[config.mk]
export PLATFORM = sky130hd
export DESIGN_NAME = spi_master_engine_flat
export DESIGN_NICKNAME = d
export VERILOG_FILES = /design/src/rtl/spi_master_engine_pkg.sv /design/src/rtl/spi_master_engine_if.sv /design/src/rtl/spi_master_engine_sclk_gen.sv /design/src/rtl/spi_master_engine.sv /design/src/flat_wrapper.sv
export SDC_FILE = /design/constraint.sdc
export NUM_CORES = 1
export LEC_CHECK = 0
export CAP_MARGIN = 20
export CORE_MARGIN = 1
export CORE_UTILIZATION = 58
export DETAILED_ROUTE_END_ITERATION = 10
export DONT_BUFFER_PORTS = 1
export GPL_TIMING_DRIVEN = 0
export PLACE_DENSITY = 0.74
export SETUP_SLACK_MARGIN = 0.15
export SYNTH_ARGS = -nofsm -noshare
export SYNTH_HDL_FRONTEND = slang
export SYNTH_SLANG_ARGS = --single-unit
[constraint.sdc]
create_clock -name clk_i -period 5.44 [get_ports clk_i]
set_clock_uncertainty 0.1 [all_clocks]
set_input_delay 0.544 -clock clk_i [delete_from_list [all_inputs] [get_ports clk_i]]
set_output_delay 0.544 -clock clk_i [all_outputs]
set_load 0.01 [all_outputs]
[src/rtl/spi_master_engine_pkg.sv]
// rtl/spi_master_engine_pkg.sv - shared states, widths and edge helper for the SPI master engine
package spi_master_engine_pkg;

    localparam int BYTE_W         = 8;
    localparam int EDGE_W         = 5;
    localparam int WAIT_W         = 4;
    localparam int EDGES_PER_BYTE = 16;
    localparam int DEF_CLK_DIV    = 4;
    localparam int DEF_CS_SETUP   = 2;
    localparam int DEF_CS_HOLD    = 2;

    typedef enum logic [2:0] {
        ST_IDLE  = 3'd0,
        ST_LOAD  = 3'd1,
        ST_SETUP = 3'd2,
        ST_SHIFT = 3'd3,
        ST_STORE = 3'd4,
        ST_HOLD  = 3'd5
    } state_t;

    // Returns {shift_mosi, sample_miso} for the SCLK edge about to happen.
    // edge_cnt is the number of edges already completed in this byte.
    // With cpha=1 the first leading edge only "presents" bit7, which is
    // already on MOSI since LOAD, so no shift happens there.
    function automatic logic [1:0] edge_action(input logic             cpha,
                                               input logic             lead,
                                               input logic             trail,
                                               input logic [EDGE_W-1:0] edge_cnt);
        logic shift_en;
        logic sample_en;
        if (cpha) begin
            sample_en = trail;
            shift_en  = lead && (edge_cnt != '0);
        end else begin
            sample_en = lead;
            shift_en  = trail && (edge_cnt != EDGE_W'(EDGES_PER_BYTE - 1));
        end
        return {shift_en, sample_en};
    endfunction

endpackage

[src/rtl/spi_master_engine_if.sv]
// rtl/spi_master_engine_if.sv - FIFO and pad signal bundle of the SPI master engine
interface spi_master_engine_if;

    logic       tx_empty;
    logic       tx_rd_en;
    logic [7:0] tx_rd_data;
    logic       rx_full;
    logic       rx_wr_en;
    logic [7:0] rx_wr_data;
    logic       sclk;
    logic       mosi;
    logic       miso;
    logic       cs_n;

    modport master (
        input  tx_empty, tx_rd_data, rx_full, miso,
        output tx_rd_en, rx_wr_en, rx_wr_data, sclk, mosi, cs_n
    );

    modport slave (
        output tx_empty, tx_rd_data, rx_full, miso,
        input  tx_rd_en, rx_wr_en, rx_wr_data, sclk, mosi, cs_n
    );

endinterface

[src/rtl/spi_master_engine_sclk_gen.sv]
// rtl/spi_master_engine_sclk_gen.sv - SCLK half-period timer with leading/trailing edge strobes
module spi_master_engine_sclk_gen
    import spi_master_engine_pkg::*;
#(
    parameter int CLK_DIV = DEF_CLK_DIV
) (
    input  logic clk_i,
    input  logic rst_n_i,
    input  logic run_i,
    input  logic cpol_i,
    output logic lead_o,
    output logic trail_o,
    output logic sclk_o
);

    localparam int CNT_W = (CLK_DIV > 1) ? $clog2(CLK_DIV) : 1;

    logic [CNT_W-1:0] cnt_q, cnt_d;
    logic             sclk_q, sclk_d;
    logic             edge_w;

    // An edge fires on the last clk of each half-period; the toggle lands
    // on the same clk edge the strobe is consumed by the engine.
    assign edge_w  = run_i && (cnt_q == CNT_W'(CLK_DIV - 1));
    assign lead_o  = edge_w && (sclk_q == cpol_i);
    assign trail_o = edge_w && (sclk_q != cpol_i);
    assign sclk_o  = sclk_q;

    // Next-state: park at idle level when stopped, otherwise count and toggle
    always_comb begin
        cnt_d  = '0;
        sclk_d = cpol_i;
        if (run_i) begin
            if (edge_w) begin
                cnt_d  = '0;
                sclk_d = ~sclk_q;
            end else begin
                cnt_d  = cnt_q + CNT_W'(1);
                sclk_d = sclk_q;
            end
        end
    end

    // Counter and SCLK registers
    always_ff @(posedge clk_i) begin
        if (!rst_n_i) begin
            cnt_q  <= '0;
            sclk_q <= 1'b0;
        end else begin
            cnt_q  <= cnt_d;
            sclk_q <= sclk_d;
        end
    end

endmodule

[src/rtl/spi_master_engine.sv]
// rtl/spi_master_engine.sv - SPI master shift engine between TX/RX byte FIFOs and the pads
module spi_master_engine
    import spi_master_engine_pkg::*;
#(
    parameter int CLK_DIV  = DEF_CLK_DIV,
    parameter int CS_SETUP = DEF_CS_SETUP,
    parameter int CS_HOLD  = DEF_CS_HOLD
) (
    input  logic clk_i,
    input  logic rst_n_i,
    input  logic enable_i,
    input  logic cpol_i,
    input  logic cpha_i,
    input  logic ovf_clr_i,
    output logic busy_o,
    output logic rx_overflow_o,
    spi_master_engine_if.master bus
);

    state_t              state_q, state_d;
    logic                cpol_q, cpol_d;
    logic                cpha_q, cpha_d;
    logic                cont_q, cont_d;
    logic [WAIT_W-1:0]   wait_q, wait_d;
    logic [EDGE_W-1:0]   edge_cnt_q, edge_cnt_d;
    logic [BYTE_W-1:0]   tx_sr_q, tx_sr_d;
    logic [BYTE_W-1:0]   rx_sr_q, rx_sr_d;
    logic                ovf_q, ovf_d;

    logic tx_rd_en_w;
    logic rx_wr_en_w;
    logic tx_avail_w;
    logic cpol_eff_w;
    logic lead_w;
    logic trail_w;
    logic shift_w;
    logic sample_w;
    logic sclk_w;

    // SCLK follows the live cpol input while idle, the latched one in a frame
    assign cpol_eff_w = (state_q == ST_IDLE) ? cpol_i : cpol_q;
    assign tx_avail_w = enable_i && !bus.tx_empty;
    assign {shift_w, sample_w} = edge_action(cpha_q, lead_w, trail_w, edge_cnt_q);

    spi_master_engine_sclk_gen #(
        .CLK_DIV (CLK_DIV)
    ) u_sclk_gen (
        .clk_i   (clk_i),
        .rst_n_i (rst_n_i),
        .run_i   (state_q == ST_SHIFT),
        .cpol_i  (cpol_eff_w),
        .lead_o  (lead_w),
        .trail_o (trail_w),
        .sclk_o  (sclk_w)
    );

    // Strobes are gated by reset so a FIFO never sees a pop/push in a reset cycle
    assign bus.tx_rd_en   = rst_n_i && tx_rd_en_w;
    assign bus.rx_wr_en   = rst_n_i && rx_wr_en_w;
    assign bus.rx_wr_data = rx_sr_q;
    assign bus.sclk       = sclk_w;
    assign bus.mosi       = tx_sr_q[BYTE_W-1];
    assign bus.cs_n       = (state_q == ST_IDLE);
    assign busy_o         = (state_q != ST_IDLE);
    assign rx_overflow_o  = ovf_q;

    // Next-state and strobe decode; the LOAD cycle counts as the first
    // CS setup cycle, so SETUP itself lasts CS_SETUP-1 cycles
    always_comb begin
        state_d    = state_q;
        cpol_d     = cpol_q;
        cpha_d     = cpha_q;
        cont_d     = cont_q;
        wait_d     = '0;
        edge_cnt_d = '0;
        tx_sr_d    = tx_sr_q;
        rx_sr_d    = rx_sr_q;
        ovf_d      = ovf_q;
        tx_rd_en_w = 1'b0;
        rx_wr_en_w = 1'b0;

        if (ovf_clr_i) begin
            ovf_d = 1'b0;
        end

        case (state_q)
            ST_IDLE: begin
                cont_d = 1'b0;
                if (tx_avail_w) begin
                    tx_rd_en_w = 1'b1;
                    cpol_d     = cpol_i;
                    cpha_d     = cpha_i;
                    state_d    = ST_LOAD;
                end
            end
            ST_LOAD: begin
                tx_sr_d = bus.tx_rd_data;
                state_d = cont_q ? ST_SHIFT : ST_SETUP;
            end
            ST_SETUP: begin
                if (wait_q == WAIT_W'(CS_SETUP - 2)) begin
                    state_d = ST_SHIFT;
                end else begin
                    wait_d = wait_q + WAIT_W'(1);
                end
            end
            ST_SHIFT: begin
                edge_cnt_d = edge_cnt_q;
                if (sample_w) begin
                    rx_sr_d = {rx_sr_q[BYTE_W-2:0], bus.miso};
                end
                if (shift_w) begin
                    tx_sr_d = {tx_sr_q[BYTE_W-2:0], 1'b0};
                end
                if (lead_w || trail_w) begin
                    edge_cnt_d = edge_cnt_q + EDGE_W'(1);
                    if (edge_cnt_q == EDGE_W'(EDGES_PER_BYTE - 1)) begin
                        state_d = ST_STORE;
                    end
                end
            end
            ST_STORE: begin
                // A drop sets the flag after the clear above, so set wins
                if (bus.rx_full) begin
                    ovf_d = 1'b1;
                end else begin
                    rx_wr_en_w = 1'b1;
                end
                if (tx_avail_w) begin
                    tx_rd_en_w = 1'b1;
                    cont_d     = 1'b1;
                    state_d    = ST_LOAD;
                end else begin
                    state_d = ST_HOLD;
                end
            end
            ST_HOLD: begin
                if (wait_q == WAIT_W'(CS_HOLD - 1)) begin
                    state_d = ST_IDLE;
                end else begin
                    wait_d = wait_q + WAIT_W'(1);
                end
            end
            default: begin
                state_d = ST_IDLE;
            end
        endcase
    end

    // State, mode latch, counters, shift registers and overflow flag
    always_ff @(posedge clk_i) begin
        if (!rst_n_i) begin
            state_q    <= ST_IDLE;
            cpol_q     <= 1'b0;
            cpha_q     <= 1'b0;
            cont_q     <= 1'b0;
            wait_q     <= '0;
            edge_cnt_q <= '0;
            tx_sr_q    <= '0;
            rx_sr_q    <= '0;
            ovf_q      <= 1'b0;
        end else begin
            state_q    <= state_d;
            cpol_q     <= cpol_d;
            cpha_q     <= cpha_d;
            cont_q     <= cont_d;
            wait_q     <= wait_d;
            edge_cnt_q <= edge_cnt_d;
            tx_sr_q    <= tx_sr_d;
            rx_sr_q    <= rx_sr_d;
            ovf_q      <= ovf_d;
        end
    end

endmodule

[src/flat_wrapper.sv]
// flat-port wrapper written by rule: the top's interface ports become plain ports
module spi_master_engine_flat import spi_master_engine_pkg::*;
#(
    parameter int CLK_DIV  = DEF_CLK_DIV,
    parameter int CS_SETUP = DEF_CS_SETUP,
    parameter int CS_HOLD  = DEF_CS_HOLD
)
  (clk_i, rst_n_i, enable_i, cpol_i, cpha_i, ovf_clr_i, busy_o, rx_overflow_o, bus_tx_empty, bus_tx_rd_data, bus_rx_full, bus_miso, bus_tx_rd_en, bus_rx_wr_en, bus_rx_wr_data, bus_sclk, bus_mosi, bus_cs_n);
  spi_master_engine_if bus_i ();
  input  logic clk_i;
  input  logic rst_n_i;
  input  logic enable_i;
  input  logic cpol_i;
  input  logic cpha_i;
  input  logic ovf_clr_i;
  output logic busy_o;
  output logic rx_overflow_o;
  input wire logic [$bits(bus_i.tx_empty)-1:0] bus_tx_empty;
  input wire logic [$bits(bus_i.tx_rd_data)-1:0] bus_tx_rd_data;
  input wire logic [$bits(bus_i.rx_full)-1:0] bus_rx_full;
  input wire logic [$bits(bus_i.miso)-1:0] bus_miso;
  output wire logic [$bits(bus_i.tx_rd_en)-1:0] bus_tx_rd_en;
  output wire logic [$bits(bus_i.rx_wr_en)-1:0] bus_rx_wr_en;
  output wire logic [$bits(bus_i.rx_wr_data)-1:0] bus_rx_wr_data;
  output wire logic [$bits(bus_i.sclk)-1:0] bus_sclk;
  output wire logic [$bits(bus_i.mosi)-1:0] bus_mosi;
  output wire logic [$bits(bus_i.cs_n)-1:0] bus_cs_n;
  assign bus_i.tx_empty = bus_tx_empty;
  assign bus_i.tx_rd_data = bus_tx_rd_data;
  assign bus_i.rx_full = bus_rx_full;
  assign bus_i.miso = bus_miso;
  assign bus_tx_rd_en = bus_i.tx_rd_en;
  assign bus_rx_wr_en = bus_i.rx_wr_en;
  assign bus_rx_wr_data = bus_i.rx_wr_data;
  assign bus_sclk = bus_i.sclk;
  assign bus_mosi = bus_i.mosi;
  assign bus_cs_n = bus_i.cs_n;
  spi_master_engine #(.CLK_DIV(CLK_DIV), .CS_SETUP(CS_SETUP), .CS_HOLD(CS_HOLD)) u_core (.clk_i(clk_i), .rst_n_i(rst_n_i), .enable_i(enable_i), .cpol_i(cpol_i), .cpha_i(cpha_i), .ovf_clr_i(ovf_clr_i), .busy_o(busy_o), .rx_overflow_o(rx_overflow_o), .bus(bus_i));
endmodule
==> run_results.csv <==
group,metric,value,unit
run_status,outcome,"finished, violations left",
run_status,violations,"design-rule violations",
yosys,yosysTopAreaCell,"dfxtp_1",
cells_and_area,antennaDiodeCount,0,
die,core_area,0.00281,sq mm
die,ios,32,
yosys,synth_cell_types,38,
yosys,netlist.area_leader.share,40.0,%
clock_tree,cts_buffers,5,
flow_run,cap_viol_max_count,0,
clock_tree,clk_latency,0.34,ns
drt,drt_iter0_markers,58,
drt,num_vias,1347,
clock_tree,cts-root-buf,"clkbuf_4",
yosys,ys_warn_count,0,
sta,whs,0.238,ns
worst_setup_path,crit_fanout,5,
yosys,synth_area_leaders,"dfxtp_1, mux2i_1, ha_1",
global_route,grt_pass1_wl,5580,microns
worst_setup_path,critPathCaptureType,"register",
sta,tns,0,ns
global_route,antenna_found_initial,0,
drt,vias_per_cell,5.83,
worst_setup_path,cp_slowest_cell,"or3_1",
global_route,gr-usage-all-layers,22.6,%
sta,hold_violations,0,
cells_and_area,layout_commonest_cell,"dfxtp_1",
yosys,ys_seq_area_share,40.0,%
yosys,synth_area,0.00175,sq mm
clock_tree,cts_htree_levels,2,
sta,tightest_slew,0.542,ns
die,start_util,62.4,%
worst_setup_path,crit_type,"reg2reg",
drt,drc_errors,4,
global_route,overflow,0,
clock_tree,cts_hold_buf,0,
place,port_buffers,0,
yosys,synthCells,193,
cells_and_area,drive_gt1_share,8.50,%
die,die_width,56.9,microns
drt,totalWireLength,3340,microns
cells_and_area,nNetsFinal,225,
cells_and_area,post-route-util,65.8,%
drt,wire_per_inst,14.5,microns
worst_setup_path,worstPathRequired,5.58,ns
sta,slew_viol_final,0,
sta,final.period_utilization,40.3,%
worst_setup_path,worst_setup_path_start_kind,"register",
power,power_density,307,mW/mm^2
place,place_congestion,0.794,
clock_tree,cts_setup_buffers,0,
power,p_leak,0.000705,uW
drt,firstDrtPassIters,7,
worst_setup_path,cp_top_family,"simple AND/OR/NAND/NOR gates",
global_route,grt_pass1_vias,1302,
drt,drtAntennaViolNets,0,
worst_setup_path,crit_chain,"inv_1, ha_1, nor3b_1, o22ai_1, or3_1, or2_2, a21boi_0",
cells_and_area,syn2layout_area_growth,5.43,%
yosys,syn_avg_cell_area,9.07,sq um
yosys,syn_nets,218,
cells_and_area,final_cell_mix,"dfxtp_1, nand2_1, mux2i_1",
worst_setup_path,critPathBufInv,1,
die,rows,19,
sta,slew_headroom,63.8,%
place,post-dp-hpwl,2520,microns
clock_tree,clk_path_buf_depth,2,
hold_path,hold_class,"in2reg",
power,peakVddDrop,0.191,mV
clock_tree,cts_tree,"built",
die,die_y,56.9,microns
worst_setup_path,crit_arrival,2.34,ns
clock_tree,cts_resized,0,
sta,rsz0062_at_grt,"no",
clock_tree,clk_pin_slew,0.10,ns
yosys,ys_seq_elements,35,
sta,fmax,456,MHz
sta,period_needed,2.19,ns
die,die_area,0.00324,sq mm
worst_setup_path,critPathMaxStageDelay,0.42,ns
clock_tree,cts_sinks,35,
global_route,grt_start_max_net_pins,11,
sta,setup_viol,0,
power,p_total,566,uW
## worst paths after layout
path | from | depth (start not counted) | slack [ns] | end
worst max-delay path | u_core.wait_q[0]$_SDFF_PN0_ | 7 | 3.25 | u_core.state_q[2]$_SDFFE_PN0P_
worst min-delay path | bus_miso | 2 | 0.24 | u_core.bus.rx_wr_data[0]$_SDFFE_PN0P_
worst max register to register | u_core.wait_q[0]$_SDFF_PN0_ | 7 | 3.25 | u_core.state_q[2]$_SDFFE_PN0P_
worst min register to register | u_core.u_sclk_gen.cnt_q[0]$_SDFF_PP0_ | 1 | 0.34 | u_core.u_sclk_gen.cnt_q[0]$_SDFF_PP0_
## kinds of logic (layout without fill, tap and decap cells)
kind of cell	after synthesis	in the layout	synth area share [%]
xor gates and xnor gates	5	5	2.50
DFF	35	35	40.0
adders and majority gates	8	8	5.72
AOI/OAI and AO/OA	30	30	12.7
and+or+nand+nor	78	78	24.4
buffers and inverters	19	26	4.36
muxes	18	18	10.3
## flip-flops by register name, summed over array words and instances, names as in the netlist
| signal | cells |
|---|---|
| u_core.bus.rx_wr_data | 8 |
| u_core.tx_sr_q | 8 |
| u_core.edge_cnt_q | 5 |
| u_core.wait_q | 4 |
| u_core.state_q | 3 |
| u_core.u_sclk_gen.cnt_q | 2 |
| u_core.cont_q | 1 |
| u_core.cpha_q | 1 |
| u_core.cpol_q | 1 |
| u_core.rx_overflow_o | 1 |
| u_core.u_sclk_gen.sclk_o | 1 |
## worst reg2reg max path, cell delays in order, from the launching register on
cell and delay, ns:
dfxtp_1 0.37, inv_1 0.10, ha_1 0.13, nor3b_1 0.29
o22ai_1 0.16, or3_1 0.42, or2_2 0.28, a21boi_0 0.24
## cell usage after synthesis
cell,n
and3b_1,1
o22ai_1,1
or2_2,1
nor3b_1,5
nor2b_1,5
buf_2,4
o311a_1,1
ha_1,8
a211oi_1,1
o21ai_0,4
mux2i_1,18
or3_4,1
xnor2_1,3
dfxtp_1,35
nand3b_1,2
nand2_1,22
nor4b_1,3
a21boi_0,3
a2111oi_2,1
o31a_1,1
nand2b_1,8
o21ai_1,1
and4b_1,1
and3_1,4
inv_1,9
nor2_1,11
a31o_1,1
o211ai_1,8
a21oi_1,6
nand3_1,5
or3b_2,1
a32oi_1,1
a211oi_4,1
nor3_1,4
or3_1,3
xor2_1,2
and2_4,1
clkbuf_1,6
## metal layers
metal,routed length [microns],global-route usage [%]
met5,0,0
met2,1590,37.3
met4,68,10.1
met1,1490,26.3
met3,185,8.16
## report_power, final
part,leakage [uW],internal (uW),switching (uW),total [uW]
logic,0.000387,58.0,77.0,135
clock network,0.0000341,59.8,80.8,141
registers,0.000284,275,15.6,291
## metrics by stage
| stage | area, sq um | setup WS, ns | cells |
|---|---|---|---|
| after CTS | 1850 | 3.26 | 231 |
| final | 1850 | 3.25 | 231 |
| after global routing | 1850 | 3.11 | 231 |
| after detailed placement | 1790 | 3.14 | 224 |
| after floorplan | 1750 | 3.31 | 193 |
| after global placement | 1790 | 3.19 | 224 |
## layout make-up
cell class,count,area [sq um]
plain buffers,10,42.5
flip-flops and latches,35,701
well taps,31,38.8
inverters,9,33.8
multi-input cells,139,973
fillers,254,960
clock buffers,6,51.3
clock inverters,1,5.00
Note: power is estimated with default switching activity, not from simulation.
